`config.mk`:
```
export PLATFORM = sky130hd
export DESIGN_NAME = sa_write_channel
export DESIGN_NICKNAME = d
export VERILOG_FILES = /design/src/rtl/sa_write_channel_pkg.sv /design/src/rtl/sa_wr_order_fifo.sv /design/src/rtl/sa_write_channel.sv
export SDC_FILE = /design/constraint.sdc
export NUM_CORES = 1
export LEC_CHECK = 0
export CORE_AREA = 4 4 108 110
export CTS_CLUSTER_SIZE = 28
export DETAILED_ROUTE_END_ITERATION = 10
export DIE_AREA = 0 0 112 114
export GPL_ROUTABILITY_DRIVEN = 0
export GPL_TIMING_DRIVEN = 0
export HOLD_SLACK_MARGIN = 0.1
export PLACE_DENSITY = 0.79
export SLEW_MARGIN = 25
export SYNTH_ARGS = -nofsm -noshare
export SYNTH_HDL_FRONTEND = slang
export SYNTH_SLANG_ARGS = --single-unit
```
`constraint.sdc`:
```
create_clock -name ACLK_i -period 7.15 [get_ports ACLK_i]
set_input_delay 0.715 -clock ACLK_i [delete_from_list [all_inputs] [get_ports ACLK_i]]
set_output_delay 0.715 -clock ACLK_i [all_outputs]
set_load 0.02 [all_outputs]
```
`src/rtl/sa_write_channel_pkg.sv`:
```
// Shared write-channel definitions: AXI field widths, burst and response
// encodings, and the slave-side ID construction rule.
package sa_write_channel_pkg;

    localparam int AXI_MST_ID_W = 5;
    localparam int AXI_BURST_W  = 2;
    localparam int AXI_LEN_W    = 3;
    localparam int AXI_SIZE_W   = 3;
    localparam int AXI_RESP_W   = 2;

    typedef enum logic [AXI_BURST_W-1:0] {
        BURST_FIXED = 2'b00,
        BURST_INCR  = 2'b01,
        BURST_WRAP  = 2'b10
    } burst_e;

    typedef enum logic [AXI_RESP_W-1:0] {
        RESP_OKAY   = 2'b00,
        RESP_EXOKAY = 2'b01,
        RESP_SLVERR = 2'b10,
        RESP_DECERR = 2'b11
    } bresp_e;

    // Slave-side ID is {master index, master AxID}; the index occupies the MSBs.
    function automatic int slv_id_w(input int mst_id_w, input int mst_amt);
        return mst_id_w + $clog2(mst_amt);
    endfunction

endpackage

```
`src/rtl/sa_wr_order_fifo.sv`:
```
// Write-order FIFO: remembers which master owns each granted AW until its
// W burst finishes. DEPTH must be a power of two.
module sa_wr_order_fifo #(
    parameter int WIDTH = 1,
    parameter int DEPTH = 8,
    parameter int CNT_W = $clog2(DEPTH) + 1
) (
    input  logic             clk,
    input  logic             rst,
    input  logic             push,
    input  logic [WIDTH-1:0] push_data,
    input  logic             pop,
    output logic [WIDTH-1:0] head,
    output logic             full,
    output logic             empty,
    output logic [CNT_W-1:0] count
);

    localparam int PTR_W = $clog2(DEPTH);

    logic [WIDTH-1:0] mem [DEPTH];
    logic [PTR_W-1:0] wr_ptr;
    logic [PTR_W-1:0] rd_ptr;
    logic             do_push;
    logic             do_pop;

    assign full    = (count == CNT_W'(DEPTH));
    assign empty   = (count == '0);
    assign do_push = push && !full;
    assign do_pop  = pop && !empty;
    assign head    = mem[rd_ptr];

    always_ff @(posedge clk or posedge rst) begin
        if (rst) begin
            wr_ptr <= '0;
            rd_ptr <= '0;
            count  <= '0;
        end else begin
            if (do_push) wr_ptr <= wr_ptr + 1'b1;
            if (do_pop)  rd_ptr <= rd_ptr + 1'b1;
            case ({do_push, do_pop})
                2'b10:   count <= count + 1'b1;
                2'b01:   count <= count - 1'b1;
                default: ;
            endcase
        end
    end

    always_ff @(posedge clk) begin
        if (do_push) mem[wr_ptr] <= push_data;
    end

endmodule

```
`src/rtl/sa_write_channel.sv`:
```
// Slave-side write channel: round-robin AW merge, W steering in grant order,
// and B demux back to the originating master by the ID's master-index MSBs.
module sa_write_channel
    import sa_write_channel_pkg::*;
#(
    parameter int MST_AMT           = 2,
    parameter int OUTSTANDING_AMT   = 8,
    parameter int DATA_WIDTH        = 32,
    parameter int ADDR_WIDTH        = 32,
    parameter int TRANS_MST_ID_W    = AXI_MST_ID_W,
    parameter int TRANS_BURST_W     = AXI_BURST_W,
    parameter int TRANS_DATA_LEN_W  = AXI_LEN_W,
    parameter int TRANS_DATA_SIZE_W = AXI_SIZE_W,
    parameter int TRANS_WR_RESP_W   = AXI_RESP_W,
    parameter int MST_ID_W          = $clog2(MST_AMT),
    parameter int TRANS_SLV_ID_W    = slv_id_w(TRANS_MST_ID_W, MST_AMT)
) (
    input  logic                                   ACLK_i,
    input  logic                                   ARESET_i,
    input  logic [TRANS_MST_ID_W*MST_AMT-1:0]      dsp_AWID_i,
    input  logic [ADDR_WIDTH*MST_AMT-1:0]          dsp_AWADDR_i,
    input  logic [TRANS_BURST_W*MST_AMT-1:0]       dsp_AWBURST_i,
    input  logic [TRANS_DATA_LEN_W*MST_AMT-1:0]    dsp_AWLEN_i,
    input  logic [TRANS_DATA_SIZE_W*MST_AMT-1:0]   dsp_AWSIZE_i,
    input  logic [MST_AMT-1:0]                     dsp_AWVALID_i,
    output logic [MST_AMT-1:0]                     dsp_AWREADY_o,
    input  logic [DATA_WIDTH*MST_AMT-1:0]          dsp_WDATA_i,
    input  logic [MST_AMT-1:0]                     dsp_WLAST_i,
    input  logic [MST_AMT-1:0]                     dsp_WVALID_i,
    input  logic [MST_AMT-1:0]                     dsp_WDATA_sel_i,
    output logic [MST_AMT-1:0]                     dsp_WREADY_o,
    output logic [TRANS_MST_ID_W*MST_AMT-1:0]      dsp_BID_o,
    output logic [TRANS_WR_RESP_W*MST_AMT-1:0]     dsp_BRESP_o,
    output logic [MST_AMT-1:0]                     dsp_BVALID_o,
    input  logic [MST_AMT-1:0]                     dsp_BREADY_i,
    output logic [TRANS_SLV_ID_W-1:0]              s_AWID_o,
    output logic [ADDR_WIDTH-1:0]                  s_AWADDR_o,
    output logic [TRANS_BURST_W-1:0]               s_AWBURST_o,
    output logic [TRANS_DATA_LEN_W-1:0]            s_AWLEN_o,
    output logic [TRANS_DATA_SIZE_W-1:0]           s_AWSIZE_o,
    output logic                                   s_AWVALID_o,
    input  logic                                   s_AWREADY_i,
    output logic [DATA_WIDTH-1:0]                  s_WDATA_o,
    output logic                                   s_WLAST_o,
    output logic                                   s_WVALID_o,
    input  logic                                   s_WREADY_i,
    input  logic [TRANS_SLV_ID_W-1:0]              s_BID_i,
    input  logic [TRANS_WR_RESP_W-1:0]             s_BRESP_i,
    input  logic                                   s_BVALID_i,
    output logic                                   s_BREADY_o
);

    localparam int CNT_W = $clog2(OUTSTANDING_AMT) + 1;

    logic [TRANS_MST_ID_W-1:0]    aw_id_arr    [MST_AMT];
    logic [ADDR_WIDTH-1:0]        aw_addr_arr  [MST_AMT];
    logic [TRANS_BURST_W-1:0]     aw_burst_arr [MST_AMT];
    logic [TRANS_DATA_LEN_W-1:0]  aw_len_arr   [MST_AMT];
    logic [TRANS_DATA_SIZE_W-1:0] aw_size_arr  [MST_AMT];
    logic [DATA_WIDTH-1:0]        w_data_arr   [MST_AMT];
    logic [TRANS_MST_ID_W-1:0]    b_id_arr     [MST_AMT];
    logic [TRANS_WR_RESP_W-1:0]   b_resp_arr   [MST_AMT];

    logic                aw_vld;
    logic                aw_free;
    logic                arb_en;
    logic                aw_grant;
    logic                gnt_vld;
    logic [MST_ID_W-1:0] gnt_idx;
    logic [MST_ID_W-1:0] cand;
    logic [MST_ID_W-1:0] rr_ptr;
    logic [MST_ID_W-1:0] w_head;
    logic                order_full;
    logic                order_empty;
    logic                w_pop;
    logic [CNT_W-1:0]    unused_order_cnt;
    logic [MST_ID_W-1:0] b_idx;
    logic                b_idx_ok;

    for (genvar g = 0; g < MST_AMT; g++) begin : g_lanes
        assign aw_id_arr[g]    = dsp_AWID_i[g*TRANS_MST_ID_W +: TRANS_MST_ID_W];
        assign aw_addr_arr[g]  = dsp_AWADDR_i[g*ADDR_WIDTH +: ADDR_WIDTH];
        assign aw_burst_arr[g] = dsp_AWBURST_i[g*TRANS_BURST_W +: TRANS_BURST_W];
        assign aw_len_arr[g]   = dsp_AWLEN_i[g*TRANS_DATA_LEN_W +: TRANS_DATA_LEN_W];
        assign aw_size_arr[g]  = dsp_AWSIZE_i[g*TRANS_DATA_SIZE_W +: TRANS_DATA_SIZE_W];
        assign w_data_arr[g]   = dsp_WDATA_i[g*DATA_WIDTH +: DATA_WIDTH];
        assign dsp_BID_o[g*TRANS_MST_ID_W +: TRANS_MST_ID_W]     = b_id_arr[g];
        assign dsp_BRESP_o[g*TRANS_WR_RESP_W +: TRANS_WR_RESP_W] = b_resp_arr[g];
    end

    // Full is judged on the pre-pop occupancy, so a pop never enables a same-cycle grant.
    assign aw_free  = !aw_vld || s_AWREADY_i;
    assign arb_en   = aw_free && !order_full;
    assign aw_grant = arb_en && gnt_vld && !ARESET_i;

    always_comb begin
        gnt_vld = 1'b0;
        gnt_idx = '0;
        cand    = '0;
        for (int i = 0; i < MST_AMT; i++) begin
            cand = MST_ID_W'((int'(rr_ptr) + i) % MST_AMT);
            if (!gnt_vld && dsp_AWVALID_i[cand]) begin
                gnt_vld = 1'b1;
                gnt_idx = cand;
            end
        end
    end

    always_comb begin
        dsp_AWREADY_o = '0;
        if (aw_grant) dsp_AWREADY_o[gnt_idx] = 1'b1;
    end

    always_ff @(posedge ACLK_i or posedge ARESET_i) begin
        if (ARESET_i) begin
            aw_vld      <= 1'b0;
            rr_ptr      <= '0;
            s_AWID_o    <= '0;
            s_AWADDR_o  <= '0;
            s_AWBURST_o <= '0;
            s_AWLEN_o   <= '0;
            s_AWSIZE_o  <= '0;
        end else if (aw_grant) begin
            aw_vld      <= 1'b1;
            rr_ptr      <= (gnt_idx == MST_ID_W'(MST_AMT - 1)) ? '0 : gnt_idx + 1'b1;
            s_AWID_o    <= {gnt_idx, aw_id_arr[gnt_idx]};
            s_AWADDR_o  <= aw_addr_arr[gnt_idx];
            s_AWBURST_o <= aw_burst_arr[gnt_idx];
            s_AWLEN_o   <= aw_len_arr[gnt_idx];
            s_AWSIZE_o  <= aw_size_arr[gnt_idx];
        end else if (s_AWREADY_i) begin
            aw_vld <= 1'b0;
        end
    end

    assign s_AWVALID_o = aw_vld;

    sa_wr_order_fifo #(
        .WIDTH (MST_ID_W),
        .DEPTH (OUTSTANDING_AMT),
        .CNT_W (CNT_W)
    ) u_order_fifo (
        .clk       (ACLK_i),
        .rst       (ARESET_i),
        .push      (aw_grant),
        .push_data (gnt_idx),
        .pop       (w_pop),
        .head      (w_head),
        .full      (order_full),
        .empty     (order_empty),
        .count     (unused_order_cnt)
    );

    always_comb begin
        s_WVALID_o   = 1'b0;
        s_WLAST_o    = 1'b0;
        s_WDATA_o    = '0;
        dsp_WREADY_o = '0;
        if (!order_empty) begin
            s_WVALID_o           = dsp_WVALID_i[w_head] & dsp_WDATA_sel_i[w_head];
            s_WLAST_o            = dsp_WLAST_i[w_head];
            s_WDATA_o            = w_data_arr[w_head];
            dsp_WREADY_o[w_head] = s_WREADY_i & dsp_WDATA_sel_i[w_head];
        end
    end

    assign w_pop = s_WVALID_o & s_WREADY_i & s_WLAST_o;

    // Responses carrying an index with no matching master are accepted and dropped.
    assign b_idx      = s_BID_i[TRANS_SLV_ID_W-1 -: MST_ID_W];
    assign b_idx_ok   = ({1'b0, b_idx} < (MST_ID_W + 1)'(MST_AMT));
    assign s_BREADY_o = b_idx_ok ? dsp_BREADY_i[b_idx] : 1'b1;

    always_comb begin
        dsp_BVALID_o = '0;
        for (int i = 0; i < MST_AMT; i++) begin
            b_id_arr[i]   = '0;
            b_resp_arr[i] = '0;
        end
        if (b_idx_ok && !ARESET_i) begin
            dsp_BVALID_o[b_idx] = s_BVALID_i;
            b_id_arr[b_idx]     = s_BID_i[TRANS_MST_ID_W-1:0];
            b_resp_arr[b_idx]   = s_BRESP_i;
        end
    end

endmodule

```
* After elaboration in Yosys (flattened, before gate mapping)
Memories as Yosys holds them, arrays and structs flattened. Index checks and enable logic that the tools add are counted. W data, S select, Z words.
Cells by class: eq/ne operators 3, magnitude comparators 12, mux-type cells 58, $add $sub $neg 6, bitwise operators 11, reductions and logical operators 19
Operators by type and width (count):
- $mux W32 | 7
- $mux W1 | 26
- $mux W5 | 4
- $mux W3 | 6
- $mux W2 | 7
- $and A10 B10 Y10 | 1
- $logic_and A1 B1 Y1 | 10
- $lt A1 B2 Y1 const B | 5
- $mux W10 | 1
- $pmux W4 S2 | 1
- $add A3 B1 Y3 const B | 2
- $ge A2 B2 Y1 const B | 3
- $not A1 Y2 | 3
- $demux W5 S1 | 1
- $logic_not A1 Y1 | 5
- $add A4 B1 Y4 const B | 1
- $and A1 B1 Y1 | 4
- $and A2 B2 Y2 | 2
- $and A4 B4 Y4 | 1
- $eq A4 B4 Y1 const B | 1
- $logic_not A4 Y1 | 1
- $mux W4 | 1
- $reduce_bool A2 Y1 | 2
- $sub A4 B1 Y4 const B | 1
- 8 further kinds | 13
Storage, ports and cells: RAM bits 8, input bits 177, bits in registers 58, output and inout bits 102, memories 1, word-level logic and storage cells 120
Memory list:
- u_order_fifo.mem | depth 8, bits a word 1, rd ports 1, clocked after Yosys merged registers in 0, wr ports 1, RTL line sa_wr_order_fifo.sv:21 | logic [WIDTH-1:0] mem [DEPTH];

* Longest topological paths before layout
Gate-level depths: netlist of run 1.
depth after elaboration 11, gate-level depth with buffers 12

* By module
A second synthesis of run 1 with hierarchy kept.
Second synthesis, totals: cell total of the unflattened synthesis 466, area, all modules 4271.6 um2
By module, submodules not included:
- sa_write_channel | times used 1, cells an instance 387, area each 3311.9 um2, seq. area each 1201.2 um2
- sa_wr_order_fifo | times used 1, cells an instance 79, area each 959.7 um2, seq. area each 490.5 um2

* Worst setup path before layout of run 1
Ideal clock, no wire load.
path type input port to flip-flop, start point in s_AWREADY_i, end point reg u_order_fifo.count[3], slack 4496 ps, arrival 2528 ps, stages 11, cell sequence nor2b_1 a2111oi_4 inv_1 buf_2 ha_1 ha_1 a21o_1 a21oi_1 xnor2_1 nor2_1 xor2_1
On the way: cells in the longest elaborated chain, start to end 7, elaborated cells between the ends (all ways) 9, those cells by class eq/ne: 2; mux: 1; reduce/logical: 6
RTL lines:
- start, declared | RTL line sa_write_channel.sv:42 | input logic s_AWREADY_i,
- $logic_or A1 B1 Y1 * | RTL line sa_write_channel.sv:92 | assign aw_free = !aw_vld || s_AWREADY_i;
- $logic_and A1 B1 Y1 * | RTL line sa_write_channel.sv:93 | assign arb_en = aw_free && !order_full;
- $logic_and A1 B1 Y1 * (2 in series) | RTL line sa_write_channel.sv:94 | assign aw_grant = arb_en && gnt_vld && !ARESET_i;
- $logic_and A1 B1 Y1 * | RTL line sa_wr_order_fifo.sv:29 | assign do_push = push && !full;
- $eq A2 B1 Y1 or $eq A2 B2 Y1 (tied branches) | RTL line sa_wr_order_fifo.sv:41 | case ({do_push, do_pop})
- $pmux W4 S2 or $reduce_bool A2 Y1 (tied branches)
- end signal, assigned | RTL line sa_wr_order_fifo.sv:42 | 2'b10: count <= count + 1'b1;
- end signal, assigned | RTL line sa_wr_order_fifo.sv:43 | 2'b01: count <= count - 1'b1;
- end, declared | RTL line sa_wr_order_fifo.sv:16 | output logic [CNT_W-1:0] count
Every way passes the cells marked *; elsewhere a longest branch is shown, timed or not. A chain may end at the register's enable or synchronous reset.

* Final worst setup path of run 1
start point reg u_order_fifo.rd_ptr[0], end point out s_WDATA_o[11]
On the way: cells in the longest elaborated chain, start to end 6
RTL lines:
- start, declared | RTL line sa_wr_order_fifo.sv:23 | logic [PTR_W-1:0] rd_ptr;
- start signal, assigned | RTL line sa_wr_order_fifo.sv:40 | if (do_pop) rd_ptr <= rd_ptr + 1'b1;
- $mem_v2 Z8 W1
- $not A1 Y2 (implied by the code) | RTL line sa_write_channel.sv:162 | s_WDATA_o = w_data_arr[w_head];
- $mux W32 (implied by the code) (3 in series) | RTL line sa_write_channel.sv:162
- $mux W32 | RTL line sa_write_channel.sv:159 | if (!order_empty) begin
- end, declared | RTL line sa_write_channel.sv:43 | output logic [DATA_WIDTH-1:0] s_WDATA_o,
Every way passes these cells. The select of a mux whose other input is x is not followed.

==> results of run 1 <==
==> cells in the mapped netlist, drive strengths merged <==
cell	n
a2111oi	1
a21o	2
a21oi	1
a22o	33
a31oi	45
and2	18
and2b	1
and3	1
buf	17
clkbuf	13
dfrtp	58
edfxtp	8
fa	1
ha	5
inv	7
mux2	2
mux2i	8
nand2	99
nand2b	1
nand3	3
nand3b	2
nand4	3
nor2	57
nor2b	3
nor3	3
nor3b	2
nor4	2
nor4b	2
o21ai	2
xnor2	4
xor2	4
==> flip-flops by register name, indices dropped and copies added, names as in the netlist <==
register and flops:
s_AWLEN_o 3, u_order_fifo.rd_ptr 3, s_AWVALID_o 1, u_order_fifo.mem 8
u_order_fifo.wr_ptr 3, s_AWBURST_o 2, s_AWID_o 6, s_AWSIZE_o 3
rr_ptr 1, s_AWADDR_o 32, u_order_fifo.count 4
==> per-layer routing <==
layer	wire [um]	track usage [%]	up-vias
li1	-	-	1993
met1	5350	23.7	1950
met2	7930	43.1	223
met3	1460	7.69	16
met4	348	7.37	0
met5	0	0	-
==> kinds of logic (layout without fill, tap and decap cells) <==
logic type	count (synthesis)	in the layout
AOI/OAI and AO/OA	84	84
xor gates and xnor gates	8	8
adders and majority gates	6	6
buffers and inverters	37	332
DFF	66	66
muxes	10	10
and+or+nand+nor	197	197
==> path summary, 6_finish.rpt <==
| kind | from | endpoint | slack (ns) | depth (start not counted) |
|---|---|---|---|---|
| max | u_order_fifo.rd_ptr[0] | s_WDATA_o[11] | 3.61 | 8 |
| min | s_AWID_o[5] | s_AWID_o[5] | 0.48 | 1 |
| max reg2reg | u_order_fifo.count[3] | u_order_fifo.count[3] | 4.20 | 11 |
| min reg2reg | s_AWID_o[5] | s_AWID_o[5] | 0.48 | 1 |
| max in group asynchronous | ARESET_i | s_AWADDR_o[2] | 5.81 | 3 |
| min in group asynchronous | ARESET_i | s_AWID_o[2] | 0.85 | 2 |
==> metrics by stage <==
| stage | utilization, % | std cells | hold WS [ns] | instance area (um2) | worst slack [ns] |
|---|---|---|---|---|---|
| 2_1_floorplan | - | 408 | 0.461 | 3630 | 4.50 |
| 3_3_place_gp | 61.6 | 826 | 0.463 | 6590 | 3.65 |
| 3_5_place_dp | 61.8 | 827 | 0.466 | 6610 | 3.65 |
| 4_1_cts | 63.8 | 843 | 0.484 | 6830 | 3.60 |
| 5_1_grt | 63.8 | 843 | 0.518 | 6830 | 3.46 |
| 6_report | 63.8 | 843 | 0.479 | 6830 | 3.61 |
==> layout make-up <==
| cell class | instances | area share (%) |
|---|---|---|
| plain buffers | 30 | 2.33 |
| multi-input cells | 305 | 25.7 |
| clock inverters | 7 | 1.36 |
| repair buffers | 279 | 41.1 |
| inverters | 7 | 0.422 |
| flip-flops and latches | 66 | 24.8 |
| well taps | 140 | 2.57 |
| clock buffers | 9 | 1.81 |
==> power by group <==
| group | switching [mW] | internal, mW |
|---|---|---|
| Clock | 0.152 | 0.196 |
| Sequential | 0.0970 | 0.517 |
| Combinational | 0.909 | 0.840 |
| Total | 1.16 | 1.55 |
==> metrics, run 1 <==
run status finished, final reports clean; fin crit share 49.5%; setup repair bufs after CTS 0; Warnings, synthesis 0; total power 2.71 mW; Max Root-Sink Buffers 2; sum of negative setup slack 0 ns; maximum VDD drop 236 uV; die area 12800 um2; Filler cells 892; clock root buffer master clkbuf_8; Synth Area per Inst 8.90 um2; DRT Pass-1 Iters 5; post-synth net total 591; largest cells by area after synthesis dfrtp_1 40%, nand2_1 10%, a22o_1 8.0%, a31oi_1 7.8%, edfxtp_1 6.6%; Adder-Cell Fraction of Synth Area 2.28%; Final Critical Period ~3.5 ns; n_diodes 0; Die H about 110 um; final setup violation count 0; first-pass GRT wire length 22900 um; Slew @ Worst Pin 0.638 ns; Pwr Density 397 nW/um2; CP max stage cell clkdlybuf4s50_1; f_max 0.282 GHz; via count around 4200; total track usage 22.8%; Slowest Stage Delay on Critical Path 0.62 ns; CTS Hold Bufs 0; CP Data Required Time ~6.4 ns; row count 38; most common cell after layout, fill and taps aside clkdlybuf4s50_1; hpwl dp ~12000 um; Yosys cell types 36; initial detailed-routing violation count 178; vias in the first global route ~4300; Yosys top cell area share 40.0%; Compound-Gate Fraction of Synth Area 17.3%; max cap viols 0; Crit Path Class flip-flop to output pin; post-cts sizing count 0; Top-Level Pins 279; leakage dissipation 2.80 nW; drt via density 4.96; Final Net Count 881; Critical path buffers and inverters 3; core area 10700 um2; clk slew on worst S/H paths 0.08 ns; CTS Buf Count 9; multi-input logic area 1750 um2; Post-DRT Antenna Nets 0; register bit total from synthesis 66; Reg area 1690 um2; TritonCTS clock tree built; CTS Sinks 66; most frequent cells in the layout 278 x clkdlybuf4s50_1, 99 x nand2_1, 58 x dfrtp_1, 57 x nor2_1, 45 x a31oi_1; Max Slew Vio Count 0; largest family of logic cells by synthesized area simple AND/OR/NAND/NOR gates; Simple-Gate Fraction of Synth Area 24.0%; clock skew 0.00379 ns; Synth Instances ~410; global route overflow 0; cell class contributing the biggest share of worst-path delay buffers and inverters; Avg WL per Cell approximately 18 um; CP startpoint kind flip-flop; layout cells sized above 1 5.69%; initial antenna violation count 0; area grow syn2layout 88.1%; sequential area share after synthesis 46.6%; Max-slew headroom 57.1%; DRC viols 0; final hold viol count 0; Port Buf Inserts 278; Die W roughly 110 um; Cell Area, Synth 3630 um2; Starting Density 33.9%; Synth Area in XOR/XNOR 1.93%; crit path max fanout 10; RSZ-0062 raised after global routing no; crit path DAT 2.83 ns; worst min path class flip-flop to flip-flop; Critical Path End Type output pin; crit path cell chain buf_4 -> mux2i_1 -> nand3b_1 -> nand4_4 -> nor2_1 -> buf_2 -> a22o_1 -> clkdlybuf4s50_1; leading area contributor after synthesis dfrtp_1; mux cell area share after synthesis 2.83%; DRT Wirelength ~15000 um; largest net degree at the start of global routing 31; CTS HTree Levels 3; latest clock arrival within the worst-skew pair 0.34 ns
Note: power is estimated with default switching activity, not from simulation.
==> inputs of run 2 (changes only) <==
- CORE_AREA: 4 4 108 110 -> unset
- CORE_MARGIN: unset -> 4
- CORE_UTILIZATION: unset -> 31
- DIE_AREA: 0 0 112 114 -> unset
- PLACE_DENSITY: 0.79 -> 0.76
- clock period: 7.15 -> 3.1 ns (I/O delays scaled with it)
==> metrics, run 2 (synthesis results as in run 1) <==
Final Net Count 881 (unchanged); top layer in use met4; Slew @ Worst Pin 0.707 ns (+0.0692 ns); maximum VDD drop 772 uV (+230%); DRC viols 0 (unchanged); n_diodes 0 (unchanged); crit path max fanout 10 (unchanged); max FFs per register 32 (unchanged); Placed Cells 830 (+0.36%); max cap viols 0 (unchanged); Max-slew headroom 52.8% (-4.2 points); initial detailed-routing violation count 128 (-28%); Max Slew Vio Count 0 (unchanged); Starting Density 31.8% (-2.1 points); latest clock arrival within the worst-skew pair 0.33 ns (about the same); core area 11400 um2 (+6.7%); row count 39 (+2.6%); path depth of the worst reg2reg path 12 (+1); met3 WL 1670 um (+15%); Crit Path Class flip-flop to output pin; hpwl dp 12500 um (+0.24%); DRT Wirelength 15200 um (+0.71%); CTS Sinks 66 (unchanged); DRT Pass-1 Iters 4 (-1); final hold viol count 0 (unchanged); clock skew 0.00844 ns (+0.00465 ns); register with the most flip-flops s_AWADDR_o; Reg area 1690 um2 (unchanged); Critical Path End Type output pin; worst min path class input pin to async pin; switching part of the total power 42.3% (-0.40 points); multi-input logic area 1780 um2 (+1.3%); sum of negative setup slack 0 ns (unchanged); final setup violation count 0 (unchanged); CP startpoint kind flip-flop; Top-Level Pins 279 (unchanged); leakage dissipation 2.84 nW (+1.4%); reg2reg setup slack 0.33 ns (-3.87 ns); clock root buffer master clkbuf_16; Met1 Wirelength 5240 um (-2.1%); Routed met2 length 7830 um (-1.3%); Final Critical Period 2.98 ns; Max Root-Sink Buffers 2 (unchanged); CTS Buf Count 9 (unchanged); clk slew on worst S/H paths 0.06 ns (-0.02 ns); Cell Int Power 3.68 mW (+140%); CTS HTree Levels 3 (unchanged); combinational share of power 63.5% (-1.0 points); TritonCTS clock tree built; Post-Layout Cell Count 846 (+0.36%); FF-to-FF End u_order_fifo.count[3]; initial antenna violation count 0 (unchanged); largest net degree at the start of global routing 40 (+29%); Top Registers s_AWADDR_o: 32 flops, u_order_fifo.mem: 8 flops, s_AWID_o: 6 flops; Clock Power Share 14.1% (+1.3 points); Post-Place Cell Area 6610 um2 (about the same); Flop pwr share 22.4% (-0.2 points); most common cell after layout, fill and taps aside clkdlybuf4s50_1; via count 4126 (-1.3%); Switch Pwr 2.70 mW (+130%); f_max around 0.34 GHz; vias in the first global route 4250 (-0.98%); Port Buf Inserts 278 (unchanged); area grow syn2layout 90.1%; setup repair bufs after CTS 0 (unchanged); crit path DAT 2.67 ns (-0.16 ns); total track usage 21.5% (-1.3 points); Post-DRT Antenna Nets 0 (unchanged); Pwr Density 924 nW/um2 (+130%); global route overflow 0 (unchanged); first-pass GRT wire length 22400 um (-2.2%); die area 13500 um2 (+5.8%); CP Data Required Time 2.79 ns (-3.64 ns); most frequent cells in the layout 277 x clkdlybuf4s50_1, 99 x nand2_1, 58 x dfrtp_1, 56 x nor2_1, 45 x a31oi_1; fin crit share 96.3%; Avg WL per Cell 18.0 um (+0.35%); Die W 116 um (+3.8%); run status finished, final reports clean; RSZ-0062 raised after global routing no; worst hold slack 0.441 ns (-0.0375 ns); Die H 116 um (+1.9%); RR Startpoint u_order_fifo.rd_ptr[0]; layout cells sized above 1 5.69% (unchanged); Filler cells 996 (+12%); Finished Cell Area 6900 um2 (+1.1%); drt via density 4.88 (-1.7%)
-- run 2: changes by cell type in the layout (fill, tap and decap cells not counted), moves of 2 or more --
cell	change
clkbuf_1	+2
clkbuf_8	-9
bufinv_16	-2
clkbuf_16	+9
-- run 2: timing repair --
action | CTS | global route
hold buffers | 0 | 0
endpoints found under the setup margin | 16 | 10
resized for setup | 2 | 3
-- run 2: power groups by stage --
stage	clock network (mW)	registers [mW]	logic, mW
CTS	0.919	1.42	4.09
global route	0.957	1.47	4.28
detailed placement	0	1.43	4.06
floorplan	0	1.68	1.86
finish	0.902	1.43	4.05
global placement	0	1.41	4.00
-- run 2: final cells by class --
class                   instances  area share [%]
inverters                       7           0.417
plain buffers                  30            2.30
flip-flops and latches         66            24.5
clock buffers                  11            3.37
repair buffers                279            40.6
multi-input cells             305            25.7
clock inverters                 5           0.435
well taps                     143            2.59
-- run 2: metal layers --
metal	GRT usage, %	vias up
met4	8.20	0
li1	-	1993
met3	8.50	29
met2	40.7	194
met5	0	-
met1	20.9	1910
-- run 2: worst max path at each step --
| stage | depth (start not counted) | to | from |
|---|---|---|---|
| 6_report | 9 | s_WDATA_o[8] | u_order_fifo.rd_ptr[0] |
| 5_1_grt | 9 | s_WDATA_o[27] | u_order_fifo.rd_ptr[0] |
| 4_1_cts | 8 | s_WDATA_o[8] | u_order_fifo.rd_ptr[0] |
| 3_5_place_dp | 12 | u_order_fifo.count[3] | s_AWREADY_i |
| 3_3_place_gp | 2 | s_AWADDR_o[11] | ARESET_i |
| 2_1_floorplan | 11 | u_order_fifo.count[3] | u_order_fifo.count[3] |
-- run 2: through the flow --
stage          power, mW  util [%]  setup WS (ns)
2_1_floorplan       3.55         -          0.578
3_3_place_gp        5.40      57.7         0.0750
3_5_place_dp        5.49      57.9          0.102
4_1_cts             6.43      60.3         0.0392
5_1_grt             6.71      60.4        0.00454
6_report            6.38      60.4          0.116
-- run 2: critical path: stages, from the launching register on --
cell             delay [ns]
dfrtp_1                0.35
buf_4                  0.16
mux2i_1                0.19
nand3b_1               0.14
nand4_4                0.19
and2b_2                0.16
buf_2                  0.17
buf_6                  0.16
a22o_1                 0.13
clkdlybuf4s50_1        0.68
==> RTL edit 1 (settings of run 1) <==
Change the parameter `MST_AMT` from 2 to 4.
--- a/src/rtl/sa_write_channel.sv
+++ b/src/rtl/sa_write_channel.sv
@@ -3,7 +3,7 @@
 module sa_write_channel
     import sa_write_channel_pkg::*;
 #(
-    parameter int MST_AMT           = 2,
+    parameter int MST_AMT           = 4,
     parameter int OUTSTANDING_AMT   = 8,
     parameter int DATA_WIDTH        = 32,
     parameter int ADDR_WIDTH        = 32,
Interface: changed (18 resized); port bits go from 279 to 465. The function was not compared with the original's and may differ.
==> RTL edit 1 against run 1 <==
  * The flow now stops in I/O pin placement (3_2_place_iop)
  * Area after synthesis grew 66%
==> RTL edit 1: results (changes against run 1) <==
Syn Nets -> 1181 (was 591)
Async SR Flop Fraction -> 78.9% (was 87.9%)
Die W -> 112 um (unchanged)
Primary FF master, synth -> dfrtp_1 (unchanged)
Yosys Warn Count -> 0 (unchanged)
Synth Register Bits -> 76 (was 66)
Unique cell type count in the Yosys netlist -> 41 (was 36)
Post-synthesis sequential area ratio -> 32.9% (was 46.6%)
Status -> did not finish (was finished, final reports clean)
Synth cell count leaders -> 206 x nor2_1, 158 x nand2_1, 94 x o21ai_0, 60 x dfrtp_1 (was 99 x nand2_1, 58 x dfrtp_1, 57 x nor2_1, 45 x a31oi_1, 33 x a22o_1)
Main area contributors after synthesis -> dfrtp_1 25%, nor2_1 13%, nand2_1 9.9%, edfxtp_1 8.0%, mux2i_1 7.8% (was dfrtp_1 40%, nand2_1 10%, a22o_1 8.0%, a31oi_1 7.8%, edfxtp_1 6.6%)
Synthesized area per cell -> 7.26 sq um (was 8.90 sq um)
Last stage -> I/O pin placement (3_2_place_iop)
Error -> [ERROR PPL-0024] Number of IO pins (465) exceeds maximum number of available positions (400). Increase the die perimeter from 452.00um to 632.40um.
Post-synth EDFFs -> 16 (was 8)
[RTL edit 1: cell count changes after synthesis, moves of 8 or more]
cell,run 1,this run
a211oi_1,0,32
edfxtp_1,8,16
a31oi_1,45,0
clkbuf_1,13,47
nand3_1,3,46
a22o_1,33,0
mux2i_1,8,47
nand2_1,99,158
mux2_2,2,33
and2_1,18,4
o21ai_0,2,94
nor2_1,57,206
[RTL edit 1: kinds of logic after synthesis]
kind of cell / share of synthesized area (%)
simple gates: 30.3
flops: 32.9
compound gates: 13.1
mux: 15.3
xor+xnor: 1.16
buf+inv: 4.97
fa+ha+maj: 2.20
==> RTL edit 2 (config.mk and constraints of run 1) <==
Made on the original files. Reset style: synchronous (`ARESET_i` and `rst`), changed in 2 clocked blocks.
--- a/src/rtl/sa_wr_order_fifo.sv
+++ b/src/rtl/sa_wr_order_fifo.sv
@@ -30,7 +30,7 @@
     assign do_pop  = pop && !empty;
     assign head    = mem[rd_ptr];
 
-    always_ff @(posedge clk or posedge rst) begin
+    always_ff @(posedge clk) begin
         if (rst) begin
             wr_ptr <= '0;
             rd_ptr <= '0;
--- a/src/rtl/sa_write_channel.sv
+++ b/src/rtl/sa_write_channel.sv
@@ -111,7 +111,7 @@
         if (aw_grant) dsp_AWREADY_o[gnt_idx] = 1'b1;
     end
 
-    always_ff @(posedge ACLK_i or posedge ARESET_i) begin
+    always_ff @(posedge ACLK_i) begin
         if (ARESET_i) begin
             aw_vld      <= 1'b0;
             rr_ptr      <= '0;
Formal check against the unedited RTL: differs if ARESET_i is asserted again (counterexample within 4 cycles, from zero or initial values and one cycle with ARESET_i high); with ARESET_i held inactive, the same outputs for 4 cycles.
==> RTL edit 2 against run 1 <==
  * Area after synthesis decreased by 2.3%
  * Sequential cell count grew 3
  * Critical endpoint is now dsp_AWREADY_o[1]
  * Worst setup slack worse by 150 ps
  * Final cell count grew 2.3%
  * Wire length is 3.1% lower
  * Hold slack better by 18 ps
  * Highest routed layer unchanged
  * Design area down 1.8%
  * Utilization is 1.1 points lower
Power is not compared: it rests on default switching activity, and its combinational part moved more than twofold at a synthesized area within 25%.
==> RTL edit 2: results (changes against run 1) <==
Async SR Flop Fraction -> 0% (was 87.9%)
Synth Area in XOR/XNOR -> 1.73% (was 1.93%)
DRT Wirelength -> 14600 um (was 15100 um)
M1 GR Usage -> 20.9% (was 23.7%)
GR Util met3 -> 7.27% (was 7.69%)
Worst slew pin tran -> 697 ps (was 638 ps)
WL met3 -> 1360 um (was 1460 um)
Register-to-Register Path Depth -> 12 (was 11)
Hold path endpoint -> rr_ptr$_SDFFE_PP0N_ (was s_AWID_o[5]$_DFFE_PP0N_)
Placed cells -> 846 (was 827)
Status -> finished, final reports clean (unchanged)
Main area contributors after synthesis -> dfxtp_1 34%, a311oi_1 11%, nand2_1 10%, a22o_1 8.1%, nor2_1 7.1% (was dfrtp_1 40%, nand2_1 10%, a22o_1 8.0%, a31oi_1 7.8%, edfxtp_1 6.6%)
First-pass GRT wire length -> 22100 um (was 22900 um)
Met2 global-route usage -> 41.9% (was 43.1%)
Mux share of post-synthesis cell area -> 3.03% (was 2.83%)
Clock root cell -> clkbuf_8 (unchanged)
H-tree depth -> 3 (unchanged)
Port Buffers -> 277 (was 278)
Hold Path Origin -> rr_ptr$_SDFFE_PP0N_ (was s_AWID_o[5]$_DFFE_PP0N_)
DRT Pass-1 Iters -> 4 (was 5)
Layout cells sized above 1 -> 5.54% (was 5.69%)
Synth cell count leaders -> 96 x nand2_1, 67 x nor2_1, 61 x dfxtp_1, 45 x a311oi_1, 33 x a22o_1 (was 99 x nand2_1, 58 x dfrtp_1, 57 x nor2_1, 45 x a31oi_1, 33 x a22o_1)
Detailed Place HPWL -> 12000 um (was 12400 um)
Routed wl met2 -> 7670 um (was 7930 um)
Total GRT Usage -> 21.6% (was 22.8%)
Critical Path AT -> 2980 ps (was 2830 ps)
Largest net degree at the start of global routing -> 18 (was 31)
Number of global-route vias before repair -> 4433 (was 4292)
Hold Crit Class -> reg -> reg (unchanged)
Clk_skew -> 11.3 ps (was 3.79 ps)
Post-synthesis sequential area ratio -> 41.2% (was 46.6%)
DRT met1 WL -> 5180 um (was 5350 um)
Compound-cell area share of the yosys netlist -> 22.2% (was 17.3%)
Final-stage net count -> 899 (was 881)
Syn Nets -> 611 (was 591)
Vias per cell -> 4.98 (was 4.96)
Fin Hold WS -> 497 ps (was 479 ps)
Post-Synth Adder-Cell Area -> 1.76% (was 2.28%)
WHS Path Cells -> 2 (was 1)
Initial DRC count -> 208 (was 178)
Area after DPL -> 6490 sq um (was 6610 sq um)
Post-CTS Repair Setup Buffers -> 0 (unchanged)
R2r setup slk -> 4120 ps (was 4200 ps)
Syn Inst Count -> 429 (was 408)
Post-Place Worst Slack -> 3410 ps (was 3650 ps)
# diodes -> 0 (unchanged)
Reg2Reg Capture Point -> u_order_fifo.count[2]$_SDFFE_PP0P_ (was u_order_fifo.count[3]$_DFFE_PP0P_)
Unique cell type count in the Yosys netlist -> 36 (unchanged)
Final cell count without fillers -> 862 (was 843)
Clk slew on worst S/H paths -> 70 ps
## RTL edit 2: changes by cell type in the layout (fill, tap and decap cells not counted), moves of 3 or more
cell,run 1,this run
dfxtp_1,0,61
dfrtp_1,58,0
a311oi_1,0,45
a31oi_1,45,1
nor2_1,57,67
buf_2,10,15
clkbuf_1,13,18
o21ai_0,2,7
a21oi_1,1,5
nand2_1,99,96
nand2b_1,1,4
nor3_1,3,6
## RTL edit 2: worst max-delay path by stage
| stage | start | end | slack, ps | depth (start not counted) |
|---|---|---|---|---|
| after floorplan | register | u_order_fifo.count[2]$_SDFFE_PP0P_ | 4410 | 12 |
| after global placement | dsp_AWVALID_i[1] | dsp_AWREADY_o[1] | 3420 | 6 |
| after detailed placement | dsp_AWVALID_i[1] | dsp_AWREADY_o[1] | 3410 | 6 |
| after CTS | dsp_AWVALID_i[1] | dsp_AWREADY_o[1] | 3410 | 6 |
| after global routing | dsp_AWVALID_i[1] | dsp_AWREADY_o[1] | 3270 | 6 |
| final | dsp_AWVALID_i[1] | dsp_AWREADY_o[1] | 3460 | 6 |
## RTL edit 2: power breakdown
group | total (mW) | switching [mW] | internal [mW]
Combinational | 0.450 | 0.211 | 0.239
Clock | 0.334 | 0.152 | 0.182
Sequential | 0.438 | 0.0180 | 0.420
## RTL edit 2: worst max-delay path, stage by stage
cell and delay, ps:
clkdlybuf4s50_1 480, nor2_1 70, a2111oi_4 580, inv_2 210, nor2_1 230, clkdlybuf4s50_1 680
## RTL edit 2: layout make-up
cell class / instances / area, sq um
buffer: 36 / 180
inverter: 5 / 18.8
timing repair buffer: 277 / 2770
clock inverter: 5 / 57.6
fill: 929 / 3990
multi-input combinational: 319 / 1890
sequential: 69 / 1460
tap: 140 / 175
clock buffer: 11 / 153
